[config.mk]
export PLATFORM = sky130hd
export DESIGN_NAME = uart_rx_fifo
export DESIGN_NICKNAME = d
export VERILOG_FILES = /design/src/rtl/uart_pkg.sv /design/src/rtl/uart_rx_fifo.sv
export SDC_FILE = /design/constraint.sdc
export NUM_CORES = 1
export LEC_CHECK = 0
export ABC_AREA = 1
export BUFFER_PORTS_ARGS = -buffer_cell sky130_fd_sc_hd__clkbuf_2
export CORE_ASPECT_RATIO = 1.2
export CORE_MARGIN = 3
export CORE_UTILIZATION = 50
export DETAILED_ROUTE_END_ITERATION = 8
export PLACE_DENSITY = 0.7
export SLEW_MARGIN = 30
export SYNTH_ARGS = -nofsm -noshare
export SYNTH_HDL_FRONTEND = slang
export SYNTH_SLANG_ARGS = --single-unit
[constraint.sdc]
create_clock -name clk -period 1.69 [get_ports clk]
set_input_delay 0.2535 -clock clk [delete_from_list [all_inputs] [get_ports clk]]
set_output_delay 0.2535 -clock clk [all_outputs]
set_load 0.005 [all_outputs]
[src/rtl/uart_pkg.sv]
// Shared UART constants: FIFO sizing, status-register bit positions and the
// pointer-width helper used by the receive buffer.
package uart_pkg;

  localparam int UART_FIFO_DEPTH = 16;
  localparam int UART_BYTE_W     = 8;

  // Bit positions in the UART status register
  localparam int UART_STAT_RX_VALID = 0;
  localparam int UART_STAT_RX_AFULL = 1;
  localparam int UART_STAT_TX_READY = 2;

  function automatic int uart_ptr_w(input int depth);
    return (depth > 1) ? $clog2(depth) : 1;
  endfunction

endpackage

[src/rtl/uart_rx_fifo.sv]
// Receive-side byte FIFO between the UART receiver and the UART decoder.
// Occupancy is tracked in a dedicated counter; full/empty derive from it.
module uart_rx_fifo
  import uart_pkg::*;
#(
  parameter int DEPTH       = UART_FIFO_DEPTH,
  parameter int WIDTH       = UART_BYTE_W,
  parameter int AFULL_LEVEL = 12
) (
  input  logic                     clk,
  input  logic                     rst,
  input  logic [WIDTH-1:0]         in_data,
  input  logic                     in_valid,
  output logic                     in_ready,
  output logic [WIDTH-1:0]         out_data,
  output logic                     out_valid,
  input  logic                     out_ready,
  input  logic                     flush,
  output logic [$clog2(DEPTH):0]   count,
  output logic                     almost_full
);

  localparam int PW = uart_ptr_w(DEPTH);
  localparam int CW = PW + 1;

  logic [WIDTH-1:0] mem_q [DEPTH];
  logic [PW-1:0]    wptr_q, wptr_d;
  logic [PW-1:0]    rptr_q, rptr_d;
  logic [CW-1:0]    count_q, count_d;
  logic             push, pop;

  // Ready and valid depend only on registered occupancy, never on the
  // opposite handshake, so no combinational path crosses the buffer.
  assign in_ready    = (count_q != CW'(DEPTH));
  assign out_valid   = (count_q != '0);
  assign out_data    = mem_q[rptr_q];
  assign count       = count_q;
  assign almost_full = (count_q >= CW'(AFULL_LEVEL));

  assign push = in_valid & in_ready;
  assign pop  = out_valid & out_ready;

  always_comb begin
    wptr_d  = wptr_q;
    rptr_d  = rptr_q;
    count_d = count_q;
    if (flush) begin
      wptr_d  = '0;
      rptr_d  = '0;
      count_d = '0;
    end else begin
      if (push) wptr_d = wptr_q + PW'(1);
      if (pop)  rptr_d = rptr_q + PW'(1);
      case ({push, pop})
        2'b10:   count_d = count_q + CW'(1);
        2'b01:   count_d = count_q - CW'(1);
        default: count_d = count_q;
      endcase
    end
  end

  always_ff @(posedge clk or posedge rst) begin
    if (rst) begin
      wptr_q  <= '0;
      rptr_q  <= '0;
      count_q <= '0;
    end else begin
      wptr_q  <= wptr_d;
      rptr_q  <= rptr_d;
      count_q <= count_d;
    end
  end

  // Array contents are intentionally left unreset.
  always_ff @(posedge clk) begin
    if (push && !flush) mem_q[wptr_q] <= in_data;
  end

endmodule

==> results.toml <==
[final_layout]
regArea_um2 = 4170
layout.cells.non_filler = 696
layout_common_cells = "edfxtp_1 (128), nor2_1 (50), buf_4 (39), o21ai_0 (29), nand2_1 (28)"
nNetsFinal = 549
fill_cells = 771
drive_gt1_frac = 0.341
antenna_cells = 0
final_cell_area_um2 = 7610
multiInputGateArea_um2 = 1910
area_growth_syn_to_layout_pct = 28.7
mostFrequentLayoutCell = "edfxtp_1"
fin_util = 0.673

[setup_path]
worstSetupStartpointType = "register"
r2r_cells = 16
crit_path_start = "rptr_q[0]$_DFFE_PP0P_"
reg2reg_from = "count[2]$_DFFE_PP0P_"
crit_end = "out_data[4]"
cp_max_fo = 8
crit_top_cell = "buf_12"
path_buf_inv = 3
critPathArrivalTime_ps = 1950
r2r_slack_ps = -130
critPathKind = "register to output pin"
slowest_delay_ps = 450
cp_top_family = "flip-flops"
endpoint_kind = "output pin"
critical_path_depth = 7
crit_path_top_delay_cell = "dfrtp_2"
path_cells = "buf_12 > buf_12 > mux2i_2 > o221ai_2 > o211ai_1 > nand2_1 > buf_2"
reg2reg_to = "count[4]$_DFFE_PP0P_"
cp.required_ps = 1440

[floorplanning]
initial_core_util = 0.523
die-area_um2 = 13200
die_w_um = 105
row_count = 42
die_h_um = 125
ioPinCount = 29
core_um2 = 11300

[drt]
drt-total-wl_um = 14800
viasPerCell = 5.81
vias = 4045
drt_iter0_markers = 314
wl_per_cell_um = 21.2
firstDrtPassIters = 5
drc = 0
drtAntennaViolNets = 0

[sta]
fmax_mhz = 455
fin_tns_setup_ps = -3850
finalHoldViolCount = 0
finalMaxSlewViolations = 0
whs_ps = 152
setup_viol_count_final = 12
finClkSkew_ps = 7.47
rsz0062_at_grt = "true"
min_period_over_period = 1.30
worst_slew_pin_slew_ps = 568
slew_headroom = 0.620
period_needed_ps = 2200
fin_ws_ps = -510

[yosys]
synth_area_leader_cell = "edfxtp_1"
syn_area_per_cell_um2 = 13.1
synth_area_leaders = "edfxtp_1 (65%), dfrtp_1 (5.5%), nor2_1 (4.4%)"
synth_area_um2 = 5910
yosysSeqAreaShare = 0.705
synth_cell_type_count = 30
yosys_warnings = 0
synth-seq-cells = 141
syn_inst = 451
synth_nets = 471
synth.top_cell.area_share = 0.650

[grt]
grtUsageMet3 = 0.0510
top_usage_layer = "met2"
grt_use_met1 = 0.267
grt_antenna_before_repair = 0
grt.met2_usage = 0.390
grt_pass1_wl_um = 22500
grt.overflow.total = 0
grt_pass1_vias = 4159
gr-usage-all-layers = 0.226
grt_max_degree = 36

[cts]
clk_path_buf_depth = 2
cts_tree = "yes"
h-tree-depth = 4
clock-root-buffer = "clkbuf_16"
path_clk_slew_ps = 50
numClockSinks = 141
cts_buffers = 17
clk_latency_ps = 410

[pwr]
finalPower_mw = 10.5
ir_drop_mv = 1.03
p_per_area_nw_per_um2 = 1370
p_leak_nw = 2.63

[place]
dpl.cell_count = 645
pre_cts_ws_ps = -208
io_buffers = 28
place.gp.congestion = 0.872
hpwl_um = 8710
placed_area_um2 = 6460

[min_path]
worst_hold_path_type = "input pin to register"
hold_depth = 3

[status]
violations = "setup timing"
status = "finished, violations left"

[run]
maxCapViolCount = 0
-- final cells by class --
class	instances	area share
clock buffers	18	0.0564
clock inverters	14	0.0168
inverters	22	0.0118
multi-input cells	265	0.251
flip-flops and latches	141	0.549
well taps	154	0.0253
repair buffers	82	0.0900
-- flip-flops by register name (all words and copies together) (netlist names) --
register,flops
wptr_q,4
count,5
mem_q,128
rptr_q,4
-- per-layer routing --
layer  wire length (µm)  vias to the layer above
met5                  0                        -
met4                270                        0
met3                817                       23
met2               8070                      167
met1               5610                     2021
li1                   -                     1834
-- kinds of logic (layout without fill, tap and decap cells) --
| kind of cell | Yosys count | count (layout) | share of synthesized area |
|---|---|---|---|
| adders and majority gates | 7 | 7 | 0.0148 |
| muxes | 23 | 23 | 0.0389 |
| and+or+nand+nor | 143 | 143 | 0.106 |
| xor gates and xnor gates | 2 | 2 | 0.00296 |
| buffers and inverters | 45 | 136 | 0.0317 |
| DFF | 141 | 141 | 0.705 |
| AOI/OAI and AO/OA | 90 | 90 | 0.100 |
-- power breakdown --
group | total [mW] | internal [mW] | switching (mW)
registers | 3.99 | 3.91 | 0.0782
logic | 2.98 | 1.31 | 1.67
clock network | 3.48 | 2.14 | 1.34
total | 10.5 | 7.36 | 3.10
-- worst min path at each step --
stage                      from               endpoint  slack (ps)
after floorplan             rst   count[0]$_DFFE_PP0P_         130
after global placement      rst  wptr_q[3]$_DFFE_PP0P_         300
after detailed placement    rst  wptr_q[3]$_DFFE_PP0P_         310
after CTS                 flush  rptr_q[1]$_DFFE_PP0P_         140
after global routing      flush  rptr_q[1]$_DFFE_PP0P_         150
final                     flush  rptr_q[1]$_DFFE_PP0P_         150
-- worst min-delay path, cell delays in order --
cell and delay, ps:
clkbuf_2 90, buf_4 130, a21oi_1 50
-- Yosys cell counts (all sizes together) --
cell	count
a21oi	4
buf	9
clkbuf	14
clkinv	3
dfrtp	13
edfxtp	128
ha	7
inv	19
mux2i	23
nand2	43
nand3	22
nand4	1
nor2	74
nor3	3
o211ai	8
o21ai	44
o21bai	1
o221ai	23
o22ai	2
o32ai	8
xor2	2
-- what timing repair did --
| item | CTS | global route |
|---|---|---|
| hold endpoints to repair | 13 | 0 |
| gates resized for setup | 60 | 60 |
| pin swaps | 19 | 27 |
| cloned | 1 | 0 |
| buffers inserted | 10 | 10 |
| hold buffers | 1 | 0 |
| endpoints found under the setup margin | 140 | 134 |
No activity file was read; power rests on OpenSTA's default activity.
